File: config.mk
export PLATFORM = sky130hd
export DESIGN_NAME = service_counter_bank
export DESIGN_NICKNAME = d
export VERILOG_FILES = /design/src/rtl/svc_pkg.sv /design/src/rtl/service_lane.sv /design/src/rtl/service_counter_bank.sv
export SDC_FILE = /design/constraint.sdc
export NUM_CORES = 1
export LEC_CHECK = 0
export ABC_AREA = 1
export CELL_PAD_IN_SITES_DETAIL_PLACEMENT = 1
export CELL_PAD_IN_SITES_GLOBAL_PLACEMENT = 2
export CORE_ASPECT_RATIO = 0.9
export CORE_MARGIN = 10
export CORE_UTILIZATION = 28
export CTS_CLUSTER_SIZE = 14
export DETAILED_ROUTE_END_ITERATION = 10
export PLACE_DENSITY_LB_ADDON = 0.12
export SYNTH_ARGS = -nofsm -noshare
export SYNTH_HDL_FRONTEND = slang
export SYNTH_SLANG_ARGS = --single-unit
export TNS_END_PERCENT = 20
File: constraint.sdc
create_clock -name clk -period 3.3 [get_ports clk]
set_input_delay 0.66 -clock clk [delete_from_list [all_inputs] [get_ports clk]]
set_output_delay 0.66 -clock clk [all_outputs]
set_load 0.02 [all_outputs]
File: src/rtl/svc_pkg.sv
// Shared types and defaults for the service counter bank: lane state encoding,
// default geometry and the per-lane bus slicing helper.
package svc_pkg;

    typedef enum logic [1:0] {
        IDLE  = 2'd0,
        SERVE = 2'd1,
        DONE  = 2'd2
    } lane_state_t;

    localparam int DEF_DT_SZ    = 4;
    localparam int DEF_CNTER    = 3;
    localparam int DEF_TICK_DIV = 4;

    // Low bit index of a lane's field in a flattened CNTER*width bus.
    function automatic int slice_lo(input int lane, input int width);
        return lane * width;
    endfunction

endpackage

File: src/rtl/service_lane.sv
// One service window: latches ticket/service time on load, counts down on the
// shared tick, pulses done. Optional sticky ld_err when SVC_OVERLOAD_DET_EN is defined.
module service_lane
    import svc_pkg::*;
#(
    parameter int DT_SZ = DEF_DT_SZ
) (
    input  logic             clk,
    input  logic             rst_n,
    input  logic             tick,
    input  logic             ld,
    input  logic [DT_SZ-1:0] dn,
    input  logic [DT_SZ-1:0] dt,
    output logic             busy,
    output logic             done,
    output logic [DT_SZ-1:0] cur_num,
`ifdef SVC_OVERLOAD_DET_EN
    output logic             ld_err,
`endif
    output logic [DT_SZ-1:0] remain
);

    lane_state_t state;

    // rst_n is active-high here: the lane aborts without a done pulse.
    always_ff @(posedge clk or posedge rst_n) begin
        if (rst_n) begin
            state   <= IDLE;
            busy    <= 1'b0;
            done    <= 1'b0;
            cur_num <= '0;
            remain  <= '0;
        end else begin
            done <= 1'b0;
            case (state)
                IDLE: begin
                    if (ld) begin
                        cur_num <= dn;
                        remain  <= dt;
                        busy    <= 1'b1;
                        if (dt != '0) begin
                            state <= SERVE;
                        end else begin
                            state <= DONE;
                            done  <= 1'b1;
                        end
                    end
                end
                SERVE: begin
                    if (tick) begin
                        remain <= remain - 1'b1;
                        if (remain == DT_SZ'(1)) begin
                            state <= DONE;
                            done  <= 1'b1;
                        end
                    end
                end
                DONE: begin
                    state <= IDLE;
                    busy  <= 1'b0;
                end
                default: begin
                    state <= IDLE;
                    busy  <= 1'b0;
                end
            endcase
        end
    end

`ifdef SVC_OVERLOAD_DET_EN
    // A load is only legal in IDLE; anything else latches the error until reset.
    always_ff @(posedge clk or posedge rst_n) begin
        if (rst_n) begin
            ld_err <= 1'b0;
        end else if (ld && (state != IDLE)) begin
            ld_err <= 1'b1;
        end
    end
`endif

endmodule

File: src/rtl/service_counter_bank.sv
// Bank of CNTER independent service lanes sharing one tick prescaler.
// Define SVC_OVERLOAD_DET_EN to add the sticky per-lane ld_err output.
module service_counter_bank
    import svc_pkg::*;
#(
    parameter int DT_SZ    = DEF_DT_SZ,
    parameter int CNTER    = DEF_CNTER,
    parameter int TICK_DIV = DEF_TICK_DIV
) (
    input  logic                   clk,
    input  logic                   rst_n,
    input  logic [CNTER-1:0]       ld,
    input  logic [CNTER*DT_SZ-1:0] dn,
    input  logic [CNTER*DT_SZ-1:0] dt,
    output logic [CNTER-1:0]       busy,
    output logic [CNTER-1:0]       done,
    output logic [CNTER*DT_SZ-1:0] cur_num,
`ifdef SVC_OVERLOAD_DET_EN
    output logic [CNTER-1:0]       ld_err,
`endif
    output logic [CNTER*DT_SZ-1:0] remain
);

    localparam int            CW   = $clog2(TICK_DIV);
    localparam logic [CW-1:0] LAST = CW'(TICK_DIV - 1);

    logic [CW-1:0] pre_cnt;
    logic          tick;

    always_ff @(posedge clk or posedge rst_n) begin
        if (rst_n) begin
            pre_cnt <= '0;
        end else if (pre_cnt == LAST) begin
            pre_cnt <= '0;
        end else begin
            pre_cnt <= pre_cnt + 1'b1;
        end
    end

    assign tick = (pre_cnt == LAST);

    for (genvar g = 0; g < CNTER; g++) begin : g_lane
        localparam int LO = slice_lo(g, DT_SZ);

        service_lane #(
            .DT_SZ(DT_SZ)
        ) u_lane (
            .clk    (clk),
            .rst_n  (rst_n),
            .tick   (tick),
            .ld     (ld[g]),
            .dn     (dn[LO +: DT_SZ]),
            .dt     (dt[LO +: DT_SZ]),
            .busy   (busy[g]),
            .done   (done[g]),
            .cur_num(cur_num[LO +: DT_SZ]),
`ifdef SVC_OVERLOAD_DET_EN
            .ld_err (ld_err[g]),
`endif
            .remain (remain[LO +: DT_SZ])
        );
    end

endmodule

==> flow_metrics.tcl <==
set metrics [dict create \
    clockRootBuffer "clkbuf_8" \
    finalCritPeriodShare_pct 61.80 \
    rr_startpoint "pre_cnt[0]" \
    cts_resized 0 \
    cts.clk_slew.worst_paths_ns 0.08 \
    cts_hold_buf 0 \
    fill_cells 809 \
    maxCapViolations 0 \
    drt-total-wl_um 5173 \
    start_util_pct 29.00 \
    hp-class "register to register" \
    setup_viol 0 \
    endpoint_kind "output port" \
    min_period_ns 2.039 \
    port_buffers 58 \
    synth_top_family_by_area "simple AND/OR/NAND/NOR gates" \
    syn_area_per_cell_um2 8.011 \
    rows 28 \
    fp.dieW_um 107.5 \
    ys_warn_count 0 \
    critical_path_class "register to output port" \
    globalplace.congestion 0.7380 \
    startpoint_type "register" \
    via_per_inst 4.330 \
    synth.area.mux_share_pct 0 \
    required_ns 2.64 \
    min_from "pre_cnt[0]" \
    post_synth_and_or_nand_nor_area_fraction_pct 29.88 \
    clk_latency_ns 0.29 \
    yosysTopAreaCellShare_pct 49.25 \
    arrival_ns 1.38 \
    hold_viol_final 0 \
    pre_cts_slack_ns 1.467 \
    slew_violations 0 \
    syn_area_um2 1931 \
    power_density_nw_per_um2 855.6 \
    place_hpwl_um 4074 \
    crit_start "g_lane[2].u_lane.remain[2]" \
    critical-path-top-delay-family "buffers and inverters" \
    grt_max_degree 39 \
    syn_inst 241 \
    synth_seq_cells 38 \
    cts_sinks 38 \
    postCtsSetupBuffers 0 \
    cts_tree "built" \
    rsz0062_at_grt "false" \
    drt_pre_antenna_iters 4 \
    ant_nets 0 \
    max_slew.worst_pin.slew_ns 0.5020 \
    worstPathMaxFanout 5 \
    max_freq_mhz 490.4 \
    h-tree-depth 2 \
    path_cells "clkdlybuf4s50_1" \
    max-clock-path-buffers 2 \
    io_pins 59 \
    coreArea_um2 6656 \
    yosys.area_share.adder_pct 4.537 \
    grt.overflow.total 0 \
    synth_xor_area_share_pct 1.361 \
    cts_inserted_buffers 5 \
    critPathMaxStageDelay_ns 0.64 \
    syn_nets 277 \
    postLayoutSetupSlackWorst_ns 1.261 \
    tns_ns 0 \
    clock_skew_ns 0.007247 \
    synth_area_leader_cell "dfrtp_1" \
    path_buf_inv 1 \
    synth_compound_area_share_pct 5.574 \
    synth-seq-area-share_pct 49.25 \
    ir_drop_v 0.0003284 \
    die_h_um 98.78 \
    wl_per_cell_um 13.23 \
    synth_cell_types 14 \
    timing.hold.ws_ns 0.4298 \
    p_leak_nw 1.318 \
    die-area_um2 10620 \
    antenna_cells 0 \
    status "finished clean" \
    area_growth_pct 38.63 \
    synth.area.top_cells "dfrtp_1 49%, nand2_1 16%, nand3_1 7.8%" \
    grt_pass1_vias 1799 \
    post-route-util_pct 40.21 \
    slew_headroom_pct 66.53 \
    final_layout_size_suffix_gt1_share_pct 4.983 \
    grt_pass1_wl_um 8749 \
    drcViolationCount 0 \
    nNetsFinal 336 \
    grtUsageTotal_pct 10.03 \
    vias 1693 \
    crit_slowest_cell "clkdlybuf4s50_1" \
    antenna_found_initial 0 \
    drt-initial-drc-count 49 \
]
[final timing paths]
path                            slack [ns]  cells after the start                          to
min in group asynchronous             0.80                      3       g_lane[1].u_lane.done
max in group asynchronous             2.15                      3  g_lane[0].u_lane.remain[0]
worst min-delay path                  0.43                      1                  pre_cnt[0]
worst max register to register        1.94                      7  g_lane[1].u_lane.remain[1]
worst min register to register        0.43                      1                  pre_cnt[0]
worst max-delay path                  1.26                      1                  remain[10]
[power by group]
part / leakage, nW / switching [W] / internal (W) / total [W]
combinational: 0.811 / 0.000648 / 0.000509 / 0.00116
sequential: 0.460 / 0.000158 / 0.000640 / 0.000798
clock: 0.0472 / 0.000167 / 0.000168 / 0.000335
[cells by family (layout without fill, tap and decap cells)]
group / after synthesis / after routing
XOR/XNOR: 3 / 3
buffers and inverters: 42 / 102
AO/OA/AOI/OAI: 20 / 20
AND/OR/NAND/NOR: 131 / 131
flip-flops: 38 / 38
adder cells (fa/ha/maj): 7 / 7
[Yosys cell counts]
| cell type | number |
|---|---|
| buf_2 | 1 |
| buf_4 | 6 |
| dfrtp_1 | 38 |
| ha_1 | 7 |
| inv_1 | 35 |
| nand2_1 | 81 |
| nand2_4 | 4 |
| nand3_1 | 30 |
| nand4_1 | 1 |
| nor2_1 | 13 |
| nor2_4 | 2 |
| o21ai_0 | 14 |
| o22ai_1 | 6 |
| xnor2_1 | 3 |
[registers in the layout, summed over array words and instances, names as in the netlist]
register / flops
g_lane.u_lane.remain: 12
pre_cnt: 2
g_lane.u_lane.busy: 3
g_lane.u_lane.state: 6
g_lane.u_lane.cur_num: 12
g_lane.u_lane.done: 3
[cell usage in the layout, fill, tap and decap left out, drive strengths merged]
cell and n:
clkbuf 6, nor2 15, inv 35, o22ai 6
clkdlybuf4s50 58, dfrtp 38, nand3 30, o21ai 14
buf 1, ha 7, clkinvlp 1, nand4 1
nand2 85, clkinv 1, xnor2 3
[cell type report]
type	count	area, um2	share of cell area, %
clock buffers	6	82.58	3.086
clock inverters	2	12.51	0.4675
inverters	35	131.4	4.909
multi-input cells	161	798.3	29.83
flip-flops and latches	38	950.9	35.53
well taps	90	112.6	4.208
repair buffers	59	588.1	21.97
[layer usage]
layer / global-route usage (%) / vias up / share of wire [%]
met3: 3.646 / 5 / 5.5
met4: 3.080 / 0 / 0.97
met2: 14.93 / 39 / 45
met1: 13.17 / 785 / 49
li1: - / 864 / -
met5: 0 / - / 0
[through the flow]
stage	instance area [um2]	total power, W	instances
6_report	2676	0.002290	391
5_1_grt	2676	0.002524	391
4_1_cts	2676	0.002344	391
3_5_place_dp	2581	0.001992	383
3_3_place_gp	2581	0.001978	383
2_1_floorplan	1931	0.001484	241
(Power assumes the default switching activity.)
